`src/rtl/ahb_bus_arbiter_pkg.sv`:
```
// Shared encodings for the two-master bus arbiter: slave responses, tenure
// states and master identifiers.
package ahb_bus_arbiter_pkg;

  typedef enum logic [1:0] {
    RESP_OKAY  = 2'b00,
    RESP_ERROR = 2'b01,
    RESP_RETRY = 2'b10,
    RESP_SPLIT = 2'b11
  } resp_e;

  typedef enum logic [1:0] {
    ST_IDLE = 2'b00,
    ST_OWN1 = 2'b01,
    ST_OWN2 = 2'b10
  } state_e;

  typedef enum logic {
    MST_1 = 1'b0,
    MST_2 = 1'b1
  } master_e;

  function automatic state_e own_state(input master_e m);
    if (m == MST_2) return ST_OWN2;
    return ST_OWN1;
  endfunction

endpackage

```
`src/rtl/ahb_bus_arbiter_arb_priority.sv`:
```
// Combinational winner select between the two eligible masters, either fixed
// priority (master 1 first) or round-robin against the most recent grant.
module ahb_bus_arbiter_arb_priority
  import ahb_bus_arbiter_pkg::*;
#(
  parameter logic RR_MODE = 1'b0
) (
  input  logic    elig_1_i,
  input  logic    elig_2_i,
  input  master_e last_grant_i,
  output logic    win_valid_o,
  output master_e winner_o
);

  // NOTE: every output gets a default first so no path through this block can infer a latch.
  always_comb begin
    win_valid_o = elig_1_i | elig_2_i;
    winner_o    = MST_1;
    if (elig_1_i && elig_2_i) begin
      if (RR_MODE && (last_grant_i == MST_1)) begin
        winner_o = MST_2;
      end
    end else if (elig_2_i) begin
      winner_o = MST_2;
    end
  end

endmodule

```
`src/rtl/ahb_bus_arbiter.sv`:
```
// Two-master bus arbiter: tenure FSM, beat-limit counter, split parking and the
// registered address/data mux selects for the shared datapath.
module ahb_bus_arbiter
  import ahb_bus_arbiter_pkg::*;
#(
  parameter logic RR_MODE  = 1'b0,
  parameter int   MAX_HOLD = 8,
  parameter int   CNT_W    = 4
) (
  input  logic       clk,
  input  logic       rst,
  input  logic       busreq_1,
  input  logic       busreq_2,
  input  logic       ready,
  input  logic [1:0] response,
  input  logic [1:0] split_done,
  output logic       grant_1,
  output logic       grant_2,
  output logic       addr_sel,
  output logic       data_sel,
  output logic       data_valid,
  output logic [1:0] split_mask,
  output logic       error
);

  localparam logic [CNT_W-1:0] LAST_BEAT = CNT_W'(MAX_HOLD - 1);

  state_e            state_q, state_d;
  logic [CNT_W-1:0]  cnt_q, cnt_d;
  master_e           last_q, last_d;
  logic [1:0]        mask_q, mask_d;
  logic              addr_sel_q, addr_sel_d;
  logic              data_sel_q, data_valid_q;
  logic              error_q, error_d;
  logic              grant_1_q, grant_2_q;

  logic    elig_1, elig_2;
  logic    split_1, split_2;
  logic    own_elig, other_elig;
  master_e other_mst;
  logic    win_valid;
  master_e winner;

  assign elig_1 = busreq_1 & ~mask_q[0];
  assign elig_2 = busreq_2 & ~mask_q[1];

  // A SPLIT removes the current owner from the same-cycle re-arbitration.
  assign split_1 = ready && (state_q == ST_OWN1) && (response == RESP_SPLIT);
  assign split_2 = ready && (state_q == ST_OWN2) && (response == RESP_SPLIT);

  assign own_elig   = (state_q == ST_OWN2) ? elig_2 : elig_1;
  assign other_elig = (state_q == ST_OWN2) ? elig_1 : elig_2;
  assign other_mst  = (state_q == ST_OWN2) ? MST_1  : MST_2;

  ahb_bus_arbiter_arb_priority #(
    .RR_MODE (RR_MODE)
  ) u_arb_priority (
    .elig_1_i     (elig_1 & ~split_1),
    .elig_2_i     (elig_2 & ~split_2),
    .last_grant_i (last_q),
    .win_valid_o  (win_valid),
    .winner_o     (winner)
  );

  always_comb begin
    state_d = state_q;
    cnt_d   = cnt_q;
    last_d  = last_q;
    error_d = 1'b0;
    unique case (state_q)
      ST_IDLE: begin
        if (win_valid) begin
          state_d = own_state(winner);
          last_d  = winner;
          cnt_d   = '0;
        end
      end
      ST_OWN1, ST_OWN2: begin
        if (ready) begin
          if (response == RESP_SPLIT) begin
            cnt_d = '0;
            if (win_valid) begin
              state_d = own_state(winner);
              last_d  = winner;
            end else begin
              state_d = ST_IDLE;
            end
          end else if (response == RESP_RETRY) begin
            cnt_d = '0;
          end else begin
            // ERROR only raises the pulse; the beat is otherwise treated as OKAY.
            error_d = (response == RESP_ERROR);
            if (!own_elig) begin
              cnt_d   = '0;
              state_d = other_elig ? own_state(other_mst) : ST_IDLE;
              if (other_elig) last_d = other_mst;
            end else if ((cnt_q == LAST_BEAT) && other_elig) begin
              cnt_d   = '0;
              state_d = own_state(other_mst);
              last_d  = other_mst;
            end else if (cnt_q != LAST_BEAT) begin
              cnt_d = cnt_q + 1'b1;
            end
          end
        end
      end
      default: state_d = ST_IDLE;
    endcase
  end

  // A release and a new SPLIT for the same master in one cycle: the SPLIT wins.
  assign mask_d = (mask_q & ~split_done) | {split_2, split_1};

  always_comb begin
    addr_sel_d = addr_sel_q;
    if (state_d == ST_OWN1) addr_sel_d = 1'b0;
    if (state_d == ST_OWN2) addr_sel_d = 1'b1;
  end

  // NOTE: state registers use non-blocking assignments so every flop samples pre-edge values.
  always_ff @(posedge clk) begin
    if (rst) begin
      state_q      <= ST_IDLE;
      cnt_q        <= '0;
      last_q       <= MST_2;
      mask_q       <= '0;
      addr_sel_q   <= 1'b0;
      data_sel_q   <= 1'b0;
      data_valid_q <= 1'b0;
      error_q      <= 1'b0;
      grant_1_q    <= 1'b0;
      grant_2_q    <= 1'b0;
    end else begin
      state_q    <= state_d;
      cnt_q      <= cnt_d;
      last_q     <= last_d;
      mask_q     <= mask_d;
      addr_sel_q <= addr_sel_d;
      error_q    <= error_d;
      grant_1_q  <= (state_d == ST_OWN1);
      grant_2_q  <= (state_d == ST_OWN2);
      if (ready) begin
        data_sel_q   <= addr_sel_q;
        data_valid_q <= (state_q != ST_IDLE);
      end
    end
  end

  assign grant_1    = grant_1_q;
  assign grant_2    = grant_2_q;
  assign addr_sel   = addr_sel_q;
  assign data_sel   = data_sel_q;
  assign data_valid = data_valid_q;
  assign split_mask = mask_q;
  assign error      = error_q;

endmodule
```
`config.mk`:
```
export PLATFORM = sky130hd
export DESIGN_NAME = ahb_bus_arbiter
export DESIGN_NICKNAME = d
export VERILOG_FILES = /design/src/rtl/ahb_bus_arbiter_pkg.sv /design/src/rtl/ahb_bus_arbiter_arb_priority.sv /design/src/rtl/ahb_bus_arbiter.sv
export SDC_FILE = /design/constraint.sdc
export NUM_CORES = 1
export LEC_CHECK = 0
export CAP_MARGIN = 5
export CORE_UTILIZATION = 45
export DETAILED_ROUTE_END_ITERATION = 10
export GPL_ROUTABILITY_DRIVEN = 0
export GPL_TIMING_DRIVEN = 0
export PLACE_DENSITY = 0.8
export SLEW_MARGIN = 20
export SYNTH_ARGS = -nofsm -noshare
export SYNTH_HDL_FRONTEND = slang
export SYNTH_SLANG_ARGS = --single-unit
```
`constraint.sdc`:
```
create_clock -name clk -period 2.1 [get_ports clk]
set_input_delay 0.315 -clock clk [delete_from_list [all_inputs] [get_ports clk]]
set_output_delay 0.315 -clock clk [all_outputs]
set_load 0.02 [all_outputs]
```
==> implementation parameters, run 1 <==
Parameter                              Value

Synth
  Post-synthesis instance area    887 sq um
  Number of register bits inferred by synthesis    14
  Dominant synthesized flop cell    sky130_fd_sc_hd__dfxtp_1
  Number of library cell types mapped by synthesis    38
  EDFF count, synth    0
  Average cell area after synthesis    roughly 8.4 sq um
  Synth top area cells    sky130_fd_sc_hd__dfxtp_1, sky130_fd_sc_hd__ha_1, sky130_fd_sc_hd__a21oi_1
  Area share of the leading cell type in the synthesized netlist    31.6%
  Synthesized instance count    105
  Yosys warns    0
  Area leader, netlist    sky130_fd_sc_hd__dfxtp_1
  Syn nets    121
  Fraction of registers with async set/reset    0%
  Seq/Total Area, Yosys    31.6%

STA
  RSZ-0062 raised after global routing    true
  Fmax    0.450 GHz
  Final critical-path setup slack    -0.123 ns
  Max Transition Viols Final    0
  Final hold violation count    0
  Clock skew    0.00295 ns
  Transition time of the tightest slew-check pin    0.498 ns
  Final sum of negative setup slack    -0.173 ns
  Rel. slew slack    66.8%
  Final critical-path share of the clock period    106%
  Shortest period the worst path allows    about 2.2 ns
  Setup violators final    2

Final layout
  Filler-free cell count of the finished design    155
  Commonest cells after routing, fill and taps aside    sky130_fd_sc_hd__clkdlybuf4s50_1, sky130_fd_sc_hd__dfxtp_1, sky130_fd_sc_hd__nand2_1
  Synthesis-to-finish area growth    39.5%
  Diode count    0
  Final standard cell area without fillers    0.00124 sq mm
  Ratio of cells with drive above 1 in the final layout    27.7%
  Most common cell after layout, fill and taps aside    sky130_fd_sc_hd__clkdlybuf4s50_1
  Layout Nets    147

Clocking
  Number of H-tree levels    1
  Total clock sinks    14
  CTS clk-pin slew, worst paths    ~0.09 ns
  Total clock buffers created by CTS    3
  Maximum clock path buffer count    2
  CTS tree    built
  Latest clock arrival within the worst-skew pair    0.29 ns
  Buffer type at the clock tree root    sky130_fd_sc_hd__clkbuf_4

Place
  Total half-perimeter wirelength after legalization and detailed placement    about 1400 microns
  Cells after DPL    145
  Number of port buffers    15
  Post-Place Setup Slack    -0.429 ns
  Placed Area    approximately 0.0011 sq mm

Power
  Tot Pwr    approximately 0.80 mW
  Worst VDD drop    506 uV
  Reported leakage power    0.472 nW
  Power Dens Cells    647 mW/mm^2

Global routing
  Number of global-route vias before repair    739
  Antenna violations before repair    0
  First-pass GRT wire length    approximately 3100 microns
  Maximum number of pins on one net before global-route repair    11
  Overflow left after global routing    0
  Global router's overall resource usage    20.8%

Hold path
  Launch instance of the worst min-delay path    ready
  HP Class    in2reg
  Worst hold stages    2
  Hold Path End    data_valid

Detailed routing
  Remaining number of nets flagged by the antenna check after routing    0
  Residual DRC count    0
  Post-DR wirelength/cell    13.1 microns
  Drt first-iter violations    49
  Detailed-route wire length    2030 microns
  Router iterations before antenna repair    4
  Via-per-instance ratio    5.63
  Vias after detailed routing    873

Critical path
  Endpoint arrival time on the critical path    2.39 ns
  Largest fanout on the critical path    5
  Required time at the worst-slack endpoint    2.26 ns
  Reg2reg path depth    10
  Destination of the worst register-to-register timing path    addr_sel
  Start of the worst register-to-register path    cnt_q[1]
  R2R Setup Slk    -0.12 ns
  Setup CP Type    reg2reg
  Worst Setup Start Kind    register
  Crit. End Element    register

Floorplan
  Y dimension of the die    between 40 and 50 microns
  Std-Cell Core Area    0.00178 sq mm
  Horizontal die dimension    46.4 microns
  Die outline area    0.00215 sq mm
  Number of top-level pins    17
  Row Count    15
  Initial Utilization    49.8%

Run status
  Run status    complete, but fails checks
  Failing checks    setup timing

Job
  Max-Cap Viols    0
## how the worst max path moves through the flow
stage,startpoint,end,depth (start not counted)
after global placement,busreq_1,addr_sel,10
after floorplan,cnt_q[1],addr_sel,10
final,cnt_q[1],addr_sel,10
after detailed placement,busreq_1,addr_sel,10
after CTS,cnt_q[0],addr_sel,10
after global routing,cnt_q[1],addr_sel,10
## area by class of cell
cell class	instances	area, sq um
timing repair buffer	21	198
tap	25	31.3
clock buffer	4	36.3
buffer	3	16.3
multi-input combinational	84	648
sequential	14	293
fill	129	546
inverter	4	15.0
## per-stage QoR
stage	utilization (%)	hold WS [ns]
finish	69.4	0.419
CTS	66.0	0.414
detailed placement	62.0	0.478
floorplan	-	0.387
global placement	62.0	0.468
global route	69.4	0.445
## metal layers
metal  part of all wire [%]  wire length [microns]  GRT usage (%)  vias up
li1                       -                      -              -      433
met1                     44                    899           26.5      392
met2                     44                    899           30.6       41
met3                    8.4                    170           5.10        7
met4                    2.9                     58           13.5        0
met5                      0                      0              0        -
## logic make-up after synthesis
family                     count (synthesis)  share of synthesized area [%]
and+or+nand+nor                           49                           32.4
muxes                                      3                           3.53
buffers and inverters                      7                           3.24
AOI/OAI and AO/OA                         25                           19.3
adders and majority gates                  7                           9.87
DFF                                       14                           31.6
## critical path: stages (launching register included)
cell                      delay [ns]
sky130_fd_sc_hd__dfxtp_4        0.36
sky130_fd_sc_hd__ha_4           0.16
sky130_fd_sc_hd__and3b_2        0.24
sky130_fd_sc_hd__nand2_1        0.09
sky130_fd_sc_hd__a21oi_1        0.07
sky130_fd_sc_hd__o31ai_1        0.27
sky130_fd_sc_hd__a31oi_1        0.16
sky130_fd_sc_hd__or2_4          0.26
sky130_fd_sc_hd__ha_4           0.26
sky130_fd_sc_hd__mux2i_1        0.17
sky130_fd_sc_hd__nor2_1         0.05
## state kept, by name, summed over array words and instances (netlist names)
name        count
grant_1         1
cnt_q           4
grant_2         1
data_valid      1
state_q         2
data_sel        1
split_mask      2
error           1
addr_sel        1
## Yosys cell counts (3+ instances only)
master,number
sky130_fd_sc_hd__a21oi_1,9
sky130_fd_sc_hd__a31oi_1,4
sky130_fd_sc_hd__and2_1,3
sky130_fd_sc_hd__dfxtp_1,14
sky130_fd_sc_hd__ha_1,7
sky130_fd_sc_hd__inv_1,4
sky130_fd_sc_hd__nand2_1,9
sky130_fd_sc_hd__nor2_1,9
sky130_fd_sc_hd__nor2b_1,5
sky130_fd_sc_hd__nor3_1,3
sky130_fd_sc_hd__o211ai_1,3
## power by group
| group | switching (mW) | internal, mW | leakage, nW | total, mW |
|---|---|---|---|---|
| registers | 0.0112 | 0.282 | 0.116 | 0.293 |
| clock network | 0.0925 | 0.106 | 0.0210 | 0.198 |
| logic | 0.162 | 0.147 | 0.334 | 0.309 |
| total | 0.266 | 0.534 | 0.472 | 0.800 |
## timing repair
action                                  in CTS  in global routing
setup buffers                                3                  3
endpoints found under the setup margin       4                  7
hold buffers                                 0                  0
gates resized for setup                      4                  8
pin swaps                                    4                  4
Power figures use the tool's default switching activity.
==> inputs of run 2 (changes only) <==
--- a/config.mk
+++ b/config.mk
@@ -11,7 +11,9 @@
 export GPL_ROUTABILITY_DRIVEN = 0
 export GPL_TIMING_DRIVEN = 0
 export PLACE_DENSITY = 0.8
+export SKIP_CTS_REPAIR_TIMING = 1
 export SLEW_MARGIN = 20
 export SYNTH_ARGS = -nofsm -noshare
 export SYNTH_HDL_FRONTEND = slang
 export SYNTH_SLANG_ARGS = --single-unit
+export TNS_END_PERCENT = 30
==> run 2 against run 1 <==
  * The run still ends with setup timing left
  * Die area unchanged
  * Sequential cell count unchanged
  * Cell count decreased by 1.3%
  * Routed wire length increased by 0.84%
  * Largest cell class unchanged
==> implementation parameters, run 2 (synthesis gave the netlist of run 1 again) <==
Parameter                              Value

Place
  Total half-perimeter wirelength after legalization and detailed placement    1360 microns (unchanged)
  Number of port buffers    15 (unchanged)
  Post-Place Setup Slack    -0.429 ns (unchanged)

STA
  Rel. slew slack    67.2% (+0.43 points)
  Final critical-path setup slack    -0.191 ns (-0.0678 ns)
  Transition time of the tightest slew-check pin    0.492 ns (-0.00639 ns)
  Final hold violation count    0 (unchanged)
  Final critical-path share of the clock period    109% (+3.2 points)
  Shortest period the worst path allows    2.29 ns (+0.0678 ns)
  Clock skew    0.00220 ns (-0.000746 ns)
  Setup violators final    4 (+2)
  Fmax    0.436 GHz (-3.0%)
  RSZ-0062 raised after global routing    true
  Max Transition Viols Final    0 (unchanged)

Critical path
  Destination of the worst register-to-register timing path    addr_sel
  Worst-path cell with the longest stage delay    sky130_fd_sc_hd__dfxtp_1
  Setup CP Type    reg2reg
  Crit. End Element    register
  Required time at the worst-slack endpoint    2.27 ns (about the same)
  Endpoint arrival time on the critical path    2.47 ns (+0.08 ns)
  Largest fanout on the critical path    8 (+3)
  Reg2reg path depth    11 (+1)
  Worst Setup Start Kind    register
  Start of the worst register-to-register path    state_q[1]
  Worst path cell trace    ha_1 -> buf_4 -> nand4_1 -> and2_4 -> a31oi_1 -> a21oi_1 -> a31oi_4 -> nor2_2 -> ha_4 -> mux2i_1 -> nor2_1
  Critical path's top delay family    compound AO/OA/AOI/OAI gates
  R2R Setup Slk    -0.19 ns (-0.07 ns)
  Worst stage delay on the critical path    0.45 ns (+0.09 ns)
  Count of buffering cells on the critical path with inverters included    1 (+1)

Clocking
  Total clock sinks    14 (unchanged)
  Buffer type at the clock tree root    sky130_fd_sc_hd__clkbuf_4
  CTS clk-pin slew, worst paths    0.09 ns (about the same)
  Maximum clock path buffer count    2 (unchanged)
  Total clock buffers created by CTS    3 (unchanged)
  CTS tree    built
  Number of H-tree levels    1 (unchanged)
  Latest clock arrival within the worst-skew pair    0.29 ns (about the same)

Global routing
  Global router's overall resource usage    18.9% (-1.9 points)
  Maximum number of pins on one net before global-route repair    11 (unchanged)
  Antenna violations before repair    0 (unchanged)
  Number of global-route vias before repair    688 (-6.9%)
  Overflow left after global routing    0 (unchanged)
  First-pass GRT wire length    2880 microns (-8.1%)

Floorplan
  Number of top-level pins    17 (unchanged)
  Die outline area    0.00215 sq mm (unchanged)
  Horizontal die dimension    46.4 microns (unchanged)
  Std-Cell Core Area    0.00178 sq mm (unchanged)
  Initial Utilization    49.8% (unchanged)
  Row Count    15 (unchanged)
  Y dimension of the die    46.4 microns (unchanged)

Detailed routing
  Drt first-iter violations    48 (-2.0%)
  Router iterations before antenna repair    4 (unchanged)
  Residual DRC count    0 (unchanged)
  Detailed-route wire length    2040 microns (+0.84%)
  Post-DR wirelength/cell    13.4 microns (+2.2%)
  Vias after detailed routing    869 (-0.46%)
  Remaining number of nets flagged by the antenna check after routing    0 (unchanged)
  Via-per-instance ratio    5.68 (+0.84%)

Final layout
  Fill cell count    129 (unchanged)
  Commonest cells after routing, fill and taps aside    sky130_fd_sc_hd__clkdlybuf4s50_1, sky130_fd_sc_hd__dfxtp_1, sky130_fd_sc_hd__nand2_1, sky130_fd_sc_hd__a21oi_1, sky130_fd_sc_hd__nor2_1
  Most common cell after layout, fill and taps aside    sky130_fd_sc_hd__clkdlybuf4s50_1
  Area occupied by multi-input gates    646 sq um (-0.39%)
  Max reg flops    4 (unchanged)
  Synthesis-to-finish area growth    37.7%
  Layout Nets    145 (-1.4%)
  Footprint of the flip-flops and latches    292 sq um (-0.43%)
  Largest Register    cnt_q
  Diode count    0 (unchanged)
  Ratio of cells with drive above 1 in the final layout    27.3% (-0.35 points)

Job
  Max-Cap Viols    0 (unchanged)

Power
  Combinational power share    37.2% (-1.4 points)
  Reg power frac    37.5% (+0.9 points)
  Clock power frac    25.3% (+0.5 points)
  Reported leakage power    0.462 nW (-2.1%)
  Switching pwr    0.268 mW (+0.82%)
  Power Dens Cells    649 mW/mm^2 (+0.28%)
  Tot Pwr    0.792 mW (-1.0%)
  Worst VDD drop    494 uV (-2.4%)
  Int Power    0.524 mW (-2.0%)
  Net Sw Frac    33.8% (+0.63 points)

Hold path
  Hold Path End    split_mask[0]
  Launch instance of the worst min-delay path    response[1]
  HP Class    in2reg
  Worst hold stages    3 (+1)

Run status
  Run status    complete, but fails checks
  Failing checks    setup timing
run 2: layout make-up:
cell class	instances	share of cell area (%)
Sequential cell	14	23.9
Multi-Input combinational cell	84	52.9
Tap cell	25	2.56
Inverter	4	1.43
Timing Repair Buffer	19	15.0
Buffer	3	1.33
Clock buffer	4	2.97
run 2: worst min-delay path, delay by kind of cell:
| family | cells | cell delay [ns] |
|---|---|---|
| buf+inv | 1 | 0.15 |
| compound gates | 1 | 0.07 |
| simple gates | 1 | 0.15 |
run 2: per-layer routing:
layer	track usage (%)	up-vias	part of all wire [%]
li1	-	429	-
met1	25.6	389	44
met2	26.9	46	43
met3	3.92	5	11
met4	11.2	0	2.1
met5	0	-	0
run 2: how the worst max path moves through the flow:
stage	startpoint	to	slack [ns]	cells past startpoint
after global routing	state_q[1]	addr_sel	-0.25	11
after global placement	busreq_1	addr_sel	-0.39	10
after CTS	state_q[0]	addr_sel	-0.22	12
after floorplan	cnt_q[1]	addr_sel	0.02	10
after detailed placement	busreq_1	addr_sel	-0.43	10
final	state_q[1]	addr_sel	-0.19	11
run 2: through the flow:
step | area, sq um | cells | util, % | TNS (ns) | hold WS (ns)
2_1_floorplan | 923 | 105 | - | 0 | 0.387
3_3_place_gp | 1100 | 145 | 62.0 | -0.807 | 0.468
3_5_place_dp | 1100 | 145 | 62.0 | -0.950 | 0.478
4_1_cts | 1140 | 149 | 64.0 | -0.390 | 0.415
5_1_grt | 1220 | 153 | 68.5 | -0.720 | 0.474
6_report | 1220 | 153 | 68.5 | -0.347 | 0.442
run 2: power groups by stage:
stage / Clock [mW] / Combinational, mW / Sequential (mW)
4_1_cts: 0.208 / 0.256 / 0.297
3_5_place_dp: 0 / 0.256 / 0.304
6_report: 0.201 / 0.295 / 0.297
3_3_place_gp: 0 / 0.245 / 0.303
5_1_grt: 0.213 / 0.319 / 0.299
2_1_floorplan: 0 / 0.170 / 0.315
==> inputs of run 3 (changes only) <==
--- a/config.mk
+++ b/config.mk
@@ -12,7 +12,7 @@
 export GPL_TIMING_DRIVEN = 0
 export PLACE_DENSITY = 0.8
 export SKIP_CTS_REPAIR_TIMING = 1
-export SLEW_MARGIN = 20
+export SLEW_MARGIN = 30
 export SYNTH_ARGS = -nofsm -noshare
 export SYNTH_HDL_FRONTEND = slang
 export SYNTH_SLANG_ARGS = --single-unit
==> results of run 3 <==
Final layout, timing and power as in run 2 (identical DEF).
